**config.mk**
```make
export PLATFORM = sky130hd
export DESIGN_NAME = clk_ds_multi
export DESIGN_NICKNAME = d
export VERILOG_FILES = /design/src/rtl/clk_ds_multi.sv
export SDC_FILE = /design/constraint.sdc
export NUM_CORES = 1
export LEC_CHECK = 0
export CORE_MARGIN = 2
export CORE_UTILIZATION = 45
export CTS_CLUSTER_SIZE = 28
export DETAILED_ROUTE_END_ITERATION = 7
export GPL_ROUTABILITY_DRIVEN = 0
export HOLD_SLACK_MARGIN = 0.02
export PLACE_DENSITY = 0.65
export SYNTH_ARGS = -nofsm -noshare
export SYNTH_HDL_FRONTEND = slang
export SYNTH_SLANG_ARGS = --single-unit
```
**constraint.sdc**
```tcl
create_clock -name clk_i -period 4.14 [get_ports clk_i]
set_input_delay 0.828 -clock clk_i [delete_from_list [all_inputs] [get_ports clk_i]]
set_output_delay 0.828 -clock clk_i [all_outputs]
set_load 0.1 [all_outputs]
```
**src/rtl/clk_ds_multi.sv**
```systemverilog
// clk_ds_multi: NUM_CH independent 50%-duty clock dividers with rising-edge ticks and
// run-time ratio reprogramming at full-period boundaries. Optional macro: CLK_DS_SYNC_EN.
`default_nettype none

module clk_ds_multi #(
    parameter int NUM_CH    = 4,
    parameter int DIV_W     = 8,
    parameter int RESET_DIV = 1
) (
    input  logic                                   clk_i,
    input  logic                                   reset_i,
`ifdef CLK_DS_SYNC_EN
    input  logic                                   sync_i,
`endif
    input  logic                                   cfg_v_i,
    input  logic [(NUM_CH > 1 ? $clog2(NUM_CH) : 1)-1:0] cfg_ch_i,
    input  logic [DIV_W-1:0]                       cfg_div_i,
    output logic                                   cfg_ready_o,
    input  logic [NUM_CH-1:0]                      en_i,
    output logic [NUM_CH-1:0]                      clk_o,
    output logic [NUM_CH-1:0]                      tick_o,
    output logic [NUM_CH-1:0]                      busy_o
);

    localparam int CH_W = (NUM_CH > 1) ? $clog2(NUM_CH) : 1;

    logic sync_w;
`ifdef CLK_DS_SYNC_EN
    assign sync_w = sync_i;
`else
    assign sync_w = 1'b0;
`endif

    // Channel indices outside the array never match, so such writes stay ready and vanish.
    always_comb begin
        cfg_ready_o = 1'b1;
        for (int c = 0; c < NUM_CH; c++) begin
            if (cfg_ch_i == CH_W'(c)) begin
                cfg_ready_o = ~busy_o[c];
            end
        end
    end

    for (genvar c = 0; c < NUM_CH; c++) begin : g_ch
        logic [DIV_W-1:0] cur_div_q, cur_div_d;
        logic [DIV_W-1:0] pend_q, pend_d;
        logic [DIV_W-1:0] cnt_q, cnt_d;
        logic             clk_q, clk_d;
        logic             busy_q, busy_d;
        logic             nz_w, last_w, count_w, acc_w, apply_w;

        assign nz_w    = (cur_div_q != '0);
        assign last_w  = (cnt_q == cur_div_q - DIV_W'(1));
        // A high phase already started keeps counting after enable drops.
        assign count_w = nz_w & (en_i[c] | clk_q);
        assign acc_w   = cfg_v_i & (cfg_ch_i == CH_W'(c)) & ~busy_q;

        assign clk_o[c]  = clk_q;
        assign busy_o[c] = busy_q;
        assign tick_o[c] = en_i[c] & nz_w & last_w & ~clk_q & ~reset_i;

        always_comb begin
            cur_div_d = cur_div_q;
            pend_d    = pend_q;
            cnt_d     = cnt_q;
            clk_d     = clk_q;
            busy_d    = busy_q;
            apply_w   = 1'b0;
            if (sync_w) begin
                cnt_d   = '0;
                clk_d   = 1'b0;
                apply_w = busy_q;
            end else if (count_w) begin
                if (last_w) begin
                    cnt_d   = '0;
                    clk_d   = ~clk_q;
                    apply_w = busy_q & clk_q;
                end else begin
                    cnt_d = cnt_q + DIV_W'(1);
                end
            end else begin
                cnt_d   = '0;
                clk_d   = 1'b0;
                apply_w = busy_q;
            end
            if (apply_w) begin
                cur_div_d = pend_q;
                busy_d    = 1'b0;
            end
            // Acceptance only happens when not busy, so it never races an apply.
            if (acc_w) begin
                pend_d = cfg_div_i;
                busy_d = 1'b1;
            end
        end

        always_ff @(posedge clk_i or posedge reset_i) begin
            if (reset_i) begin
                cur_div_q <= DIV_W'(RESET_DIV);
                pend_q    <= '0;
                cnt_q     <= '0;
                clk_q     <= 1'b0;
                busy_q    <= 1'b0;
            end else begin
                cur_div_q <= cur_div_d;
                pend_q    <= pend_d;
                cnt_q     <= cnt_d;
                clk_q     <= clk_d;
                busy_q    <= busy_d;
            end
        end
    end

endmodule

`default_nettype wire

```
==> results of run 1 <==
-- metrics by stage --
stage / area (um2) / hold WS, ps
after floorplan: 5505 / 473.7
after global placement: 5957 / 481.5
after detailed placement: 5957 / 490.0
after CTS: 6262 / 505.5
after global routing: 6262 / 523.5
final: 6262 / 500.8
-- flip-flops by register name (all words and copies together) (netlist names) --
signal / flops
g_ch.cnt_q: 32
g_ch.pend_q: 32
g_ch.cur_div_q: 32
g_ch.clk_q: 4
g_ch.busy_q: 4
-- cells in the final DEF (no fill, tap or decap), types with 4 or more instances in the layout --
cell	synthesis	routed
dfrtp_1	100	100
inv_1	16	15
xnor2_1	31	31
nand3_1	22	22
a21oi_1	8	8
a221o_1	9	9
ha_1	12	12
clkdlybuf4s50_1	0	24
buf_4	8	6
nand2_1	13	13
nor2_1	45	45
buf_12	0	4
mux2_2	56	56
clkbuf_16	0	9
xor2_1	30	30
nor4_1	7	7
a22o_1	6	6
nor2b_1	7	7
o21ai_0	9	9
nor3_1	22	22
a31oi_1	4	4
dfstp_2	4	4
and3_1	17	17
-- final cells by class --
| type | count | area, um2 | area share (%) |
|---|---|---|---|
| repair buffers | 34 | 365.4 | 5.834 |
| multi-input cells | 355 | 2736 | 43.70 |
| flip-flops and latches | 104 | 2608 | 41.64 |
| clock inverters | 7 | 80.08 | 1.279 |
| clock buffers | 9 | 225.2 | 3.596 |
| well taps | 147 | 183.9 | 2.937 |
| inverters | 16 | 63.81 | 1.019 |
-- cells by family after synthesis --
kind of cell	synth area share, %
AO/OA/AOI/OAI	8.950
multiplexers	12.47
AND/OR/NAND/NOR	15.64
XOR/XNOR	9.749
flip-flops	47.58
adder cells (fa/ha/maj)	2.740
buffers and inverters	2.877
-- power by group through the flow --
stage / logic [mW] / clock network, mW / registers, mW
floorplan: 1.49 / 0 / 1.69
global placement: 1.63 / 0 / 1.85
detailed placement: 1.68 / 0 / 1.86
CTS: 1.68 / 0.894 / 1.85
global route: 1.84 / 0.932 / 1.91
finish: 1.68 / 0.872 / 1.85
-- worst max-delay path: cells and delay by family (launching register included) --
kind	cells	cell delay [ps]
AO/OA/AOI/OAI	3	720
AND/OR/NAND/NOR	2	680
flip-flops	1	570
buffers and inverters	2	300
adder cells (fa/ha/maj)	1	260
-- how the worst max path moves through the flow --
stage	start	to	slack, ps
finish	g_ch[0].cur_div_q[0]	tick_o[0]	440
floorplan	g_ch[0].cur_div_q[0]	tick_o[0]	-230
CTS	g_ch[0].cur_div_q[0]	tick_o[0]	430
global route	g_ch[0].cur_div_q[0]	tick_o[0]	260
global placement	g_ch[3].cur_div_q[2]	tick_o[3]	840
detailed placement	g_ch[0].cur_div_q[0]	tick_o[0]	810
-- per-layer routing --
metal / vias to the layer above / routed length [um] / global-route usage, %
met2: 65 / 5093 / 27.54
met1: 1857 / 5314 / 26.05
met3: 13 / 362 / 2.912
met5: - / 0 / 0
li1: 1819 / - / -
met4: 0 / 190 / 7.480
==> results_dict.tcl, run 1 <==
set metrics [dict create \
    cts_resized 0 \
    worstPathArrival_ps 2880 \
    comb_power_share_pct 38.2 \
    post-route-period-util_pct 89.46 \
    outcome "finished, final reports clean" \
    rsz0062_at_grt "no" \
    fp.dieArea_mm2 0.01308 \
    power_density_mw_per_mm2 702.0 \
    initial_core_util_pct 45.82 \
    clock_power_share_pct 19.8 \
    grt_pass1_vias 3717 \
    firstDrtPassIters 4 \
    fin_cells 672 \
    total_power_mw 4.396 \
    max_cap_viol_count 0 \
    hold_viol_final 0 \
    p_switching_mw 1.734 \
    synthCells 493 \
    setup_violations 0 \
    grt_start_max_net_pins 58 \
    cts_tree "yes" \
    die-width_um 114.4 \
    setup.worst_path.end_class "output port" \
    crit-reg2reg-capture "g_ch[0].cur_div_q[4]" \
    yosysWarnings 0 \
    htreeDepth 3 \
    post-place-ws_ps 812.3 \
    clk_latency_ps 350 \
    reg2reg_slack_ps 1040 \
    cpPeakStageDelay_ps 570 \
    postRouteAntennaNets 0 \
    async_flop_share_pct 100.0 \
    cts.sinks 104 \
    postCtsSetupBuffers 0 \
    drive_gt1_share_pct 19.81 \
    path_cells "inv_1 -> ha_1 -> o21ba_2 -> a221o_1 -> a2bb2oi_1 -> nand4_1 -> nor4b_2 -> buf_12" \
    min_period_ps 3704 \
    yosys.area.top_type "dfrtp_1" \
    ios 30 \
    r2r-start "g_ch[0].cur_div_q[0]" \
    syn_area_per_cell_um2 11.12 \
    holdPathEnd "g_ch[3].cur_div_q[7]" \
    utilization_pct 52.35 \
    portBuffers 29 \
    numCtsBuffers 9 \
    clock_skew_ps 7.056 \
    syn_nets 522 \
    synth_edf_count 0 \
    antenna_cells 0 \
    slew_headroom_pct 34.84 \
    area_growth_pct 14.27 \
    p_sw_share_pct 39.44 \
    grt_overflow 0 \
    whs_path_depth 1 \
    antenna_found_initial 0 \
    required_ps 3310 \
    ys_ff_latch 104 \
    clk_path_buf_depth 2 \
    fillCellCount 1032 \
    slew_violations 0 \
    synth_ff_type "dfrtp_1" \
    core_area_mm2 0.01196 \
    tns_ps 0 \
    r2r_cells 8 \
    yosysSeqAreaShare_pct 47.58 \
    max_freq_mhz 270.0 \
    start_kind "register" \
    nets 549 \
    die_y_um 114.4 \
    path_class "register to output port" \
    grtUsageTotal_pct 18.15 \
    clk_pin_slew_ps 70 \
    dp_hpwl_um 7909 \
    synth_top_area_share_pct 45.66 \
    path_max_fanout 6 \
    seqPwrFrac_pct 42.0 \
    cts_root_buffer "clkbuf_16" \
    synthTopCellsByArea "dfrtp_1 46%, mux2_2 12%, xnor2_1 5.0%" \
    syn_area_mm2 0.005480 \
    wl_per_cell_um 16.31 \
    grt_pass1_wl_um 18550 \
    netlist_top_cells_count "100 x dfrtp_1, 56 x mux2_2, 45 x nor2_1" \
    hold_buffers 0 \
    routed_wl_um 10960 \
    num_rows 40 \
    vias 3754 \
    ir_worst_vdd_mv 0.2795 \
    worstMarginPinSlew_ps 974.4 \
    via_per_inst 5.586 \
    dp.cells 656 \
    layout_setup_ws_ps 436.2 \
    synthDistinctLibCells 53 \
    yosysMostFrequentCell "dfrtp_1" \
    dr.first_iter.drc_count 201 \
    hp-class "register to register" \
    p_leak_nw 2.647 \
    critPathSlowestCell "dfstp_2" \
    internal_power_mw 2.662 \
    worstHoldStart "g_ch[3].pend_q[7]" \
    drc 0 \
]
No activity file was read; power rests on OpenSTA's default activity.
==> run 2: changes to the inputs <==
--- a/config.mk
+++ b/config.mk
@@ -6,12 +6,12 @@
 export NUM_CORES = 1
 export LEC_CHECK = 0
 export CORE_MARGIN = 2
-export CORE_UTILIZATION = 45
+export CORE_UTILIZATION = 50
 export CTS_CLUSTER_SIZE = 28
 export DETAILED_ROUTE_END_ITERATION = 7
 export GPL_ROUTABILITY_DRIVEN = 0
 export HOLD_SLACK_MARGIN = 0.02
-export PLACE_DENSITY = 0.65
+export PLACE_DENSITY = 0.71
 export SYNTH_ARGS = -nofsm -noshare
 export SYNTH_HDL_FRONTEND = slang
 export SYNTH_SLANG_ARGS = --single-unit
==> run 2 against run 1 <==
Register-to-register slack got worse by 50 ps; routed wire length shrank 0.19%; cell area is 1.6% lower; clock-buffer cell count rose by 1; sequential share of layout area grew 0.66 points; via count increased by 0.88%; cell count shrank 1.0%; critical path depth did not move; power down 3.7%; combinational power about the same; largest power group unchanged; global-route usage is 2.3 points higher; critical endpoint unchanged.
==> results_dict.tcl, run 2 (synthesis results as in run 1) <==
set metrics [dict create \
    required_ps 3310 \
    crit_start "g_ch[0].cur_div_q[0]" \
    min_period_ps 3792 \
    dr.first_iter.drc_count 141 \
    via_per_inst 5.695 \
    clock_skew_ps 11.19 \
    drc 0 \
    slew_headroom_pct 34.29 \
    antenna_found_initial 0 \
    wl_per_cell_um 16.45 \
    grt_pass1_wl_um 18730 \
    cts_root_buffer "clkbuf_8" \
    hold_buffers 0 \
    hp-class "register to register" \
    start_kind "register" \
    routed_wl_um 10940 \
    cpPeakStageDelay_ps 580 \
    cts_tree "yes" \
    max_cap_viol_count 0 \
    crit_path_end "tick_o[0]" \
    tns_ps 0 \
    path_cells "inv_1 -> ha_1 -> o21ba_2 -> a221o_1 -> a2bb2oi_1 -> nand4_1 -> nor4b_2 -> buf_12" \
    placed_cell_area_mm2 0.005936 \
    firstDrtPassIters 4 \
    drive_gt1_share_pct 19.81 \
    portBuffers 29 \
    grt_pass1_vias 3743 \
    r2r-start "g_ch[0].cur_div_q[0]" \
    die-width_um 108.7 \
    die_y_um 108.7 \
    clk_latency_ps 380 \
    clk_pin_slew_ps 100 \
    grt_start_max_net_pins 63 \
    r2r_cells 8 \
    worstPathArrival_ps 2960 \
    core_area_mm2 0.01075 \
    num_rows 38 \
    reg2reg_slack_ps 990 \
    layout_commonest_cell "dfrtp_1" \
    max_freq_mhz 263.7 \
    clk_path_buf_depth 2 \
    worstMarginPinSlew_ps 982.6 \
    crit-reg2reg-capture "g_ch[0].cur_div_q[3]" \
    initial_core_util_pct 51.00 \
    numCtsBuffers 9 \
    rsz0062_at_grt "no" \
    ios 30 \
    design_area_mm2 0.006165 \
    post-route-period-util_pct 91.58 \
    outcome "finished, final reports clean" \
    path_class "register to output port" \
    setup_violations 0 \
    nets 549 \
    fp.dieArea_mm2 0.01181 \
    layout_common_cells "100 x dfrtp_1, 56 x mux2_2, 45 x nor2_1" \
    ir_worst_vdd_mv 0.3661 \
    area_growth_pct 12.49 \
    vias 3787 \
    cts_resized 0 \
    cts.sinks 104 \
    postCtsSetupBuffers 0 \
    postRouteAntennaNets 0 \
    hold_viol_final 0 \
    slew_violations 0 \
    path_max_fanout 6 \
    dp_hpwl_um 8023 \
    p_leak_nw 2.613 \
    htreeDepth 3 \
    critPathSlowestCell "dfstp_2" \
    grt_overflow 0 \
    power_density_mw_per_mm2 686.7 \
    grtUsageTotal_pct 20.40 \
    reg.largest.list "g_ch.cnt_q (32), g_ch.cur_div_q (32), g_ch.pend_q (32)" \
    antenna_cells 0 \
    setup.worst_path.end_class "output port" \
]
-- run 2: cell type report --
class,count,area (um2)
fillers,954,4581
multi-input cells,355,2736
flip-flops and latches,104,2608
repair buffers,34,352.8
well taps,140,175.2
clock buffers,10,137.6
clock inverters,6,91.34
inverters,16,63.81
-- run 2: how the worst min path moves through the flow --
| stage | startpoint | endpoint | slack, ps | cells after the start |
|---|---|---|---|---|
| finish | g_ch[0].pend_q[7] | g_ch[0].cur_div_q[7] | 510 | 1 |
| global placement | g_ch[3].pend_q[6] | g_ch[3].cur_div_q[6] | 480 | 1 |
| floorplan | g_ch[3].pend_q[1] | g_ch[3].cur_div_q[1] | 470 | 1 |
| CTS | g_ch[0].pend_q[7] | g_ch[0].cur_div_q[7] | 510 | 1 |
| detailed placement | g_ch[0].pend_q[7] | g_ch[0].cur_div_q[7] | 490 | 1 |
| global route | g_ch[1].pend_q[7] | g_ch[1].pend_q[7] | 530 | 1 |
-- run 2: per-stage QoR --
stage          utilization (%)  total power, mW  hold WS, ps  std cells  setup slack [ps]
2_1_floorplan                -            3.174        473.7        493            -227.8
3_3_place_gp             55.24            3.466        483.4        649             825.4
3_5_place_dp             55.24            3.535        488.0        649             761.3
4_1_cts                  57.37            4.263        512.5        665             326.7
5_1_grt                  57.37            4.545        526.5        665             216.9
6_report                 57.37            4.233        509.7        665             348.4
-- run 2: worst max-delay path, delay by kind of cell (launching register included) --
family	cells	cell delay, ps
buffers and inverters	2	300
AOI/OAI and AO/OA	3	730
DFF	1	580
and+or+nand+nor	2	710
adders and majority gates	1	260
-- run 2: power by group --
group / switching [mW] / internal (mW)
Clock: 0.355 / 0.360
Sequential: 0.457 / 1.38
Combinational: 0.878 / 0.798
-- run 2: metal layers --
layer	global-route usage, %	part of all wire [%]	up-vias
met3	3.885	4.0	13
met5	0	0	-
met4	5.769	1.1	0
met2	31.83	48	70
met1	29.27	47	1894
li1	-	-	1810
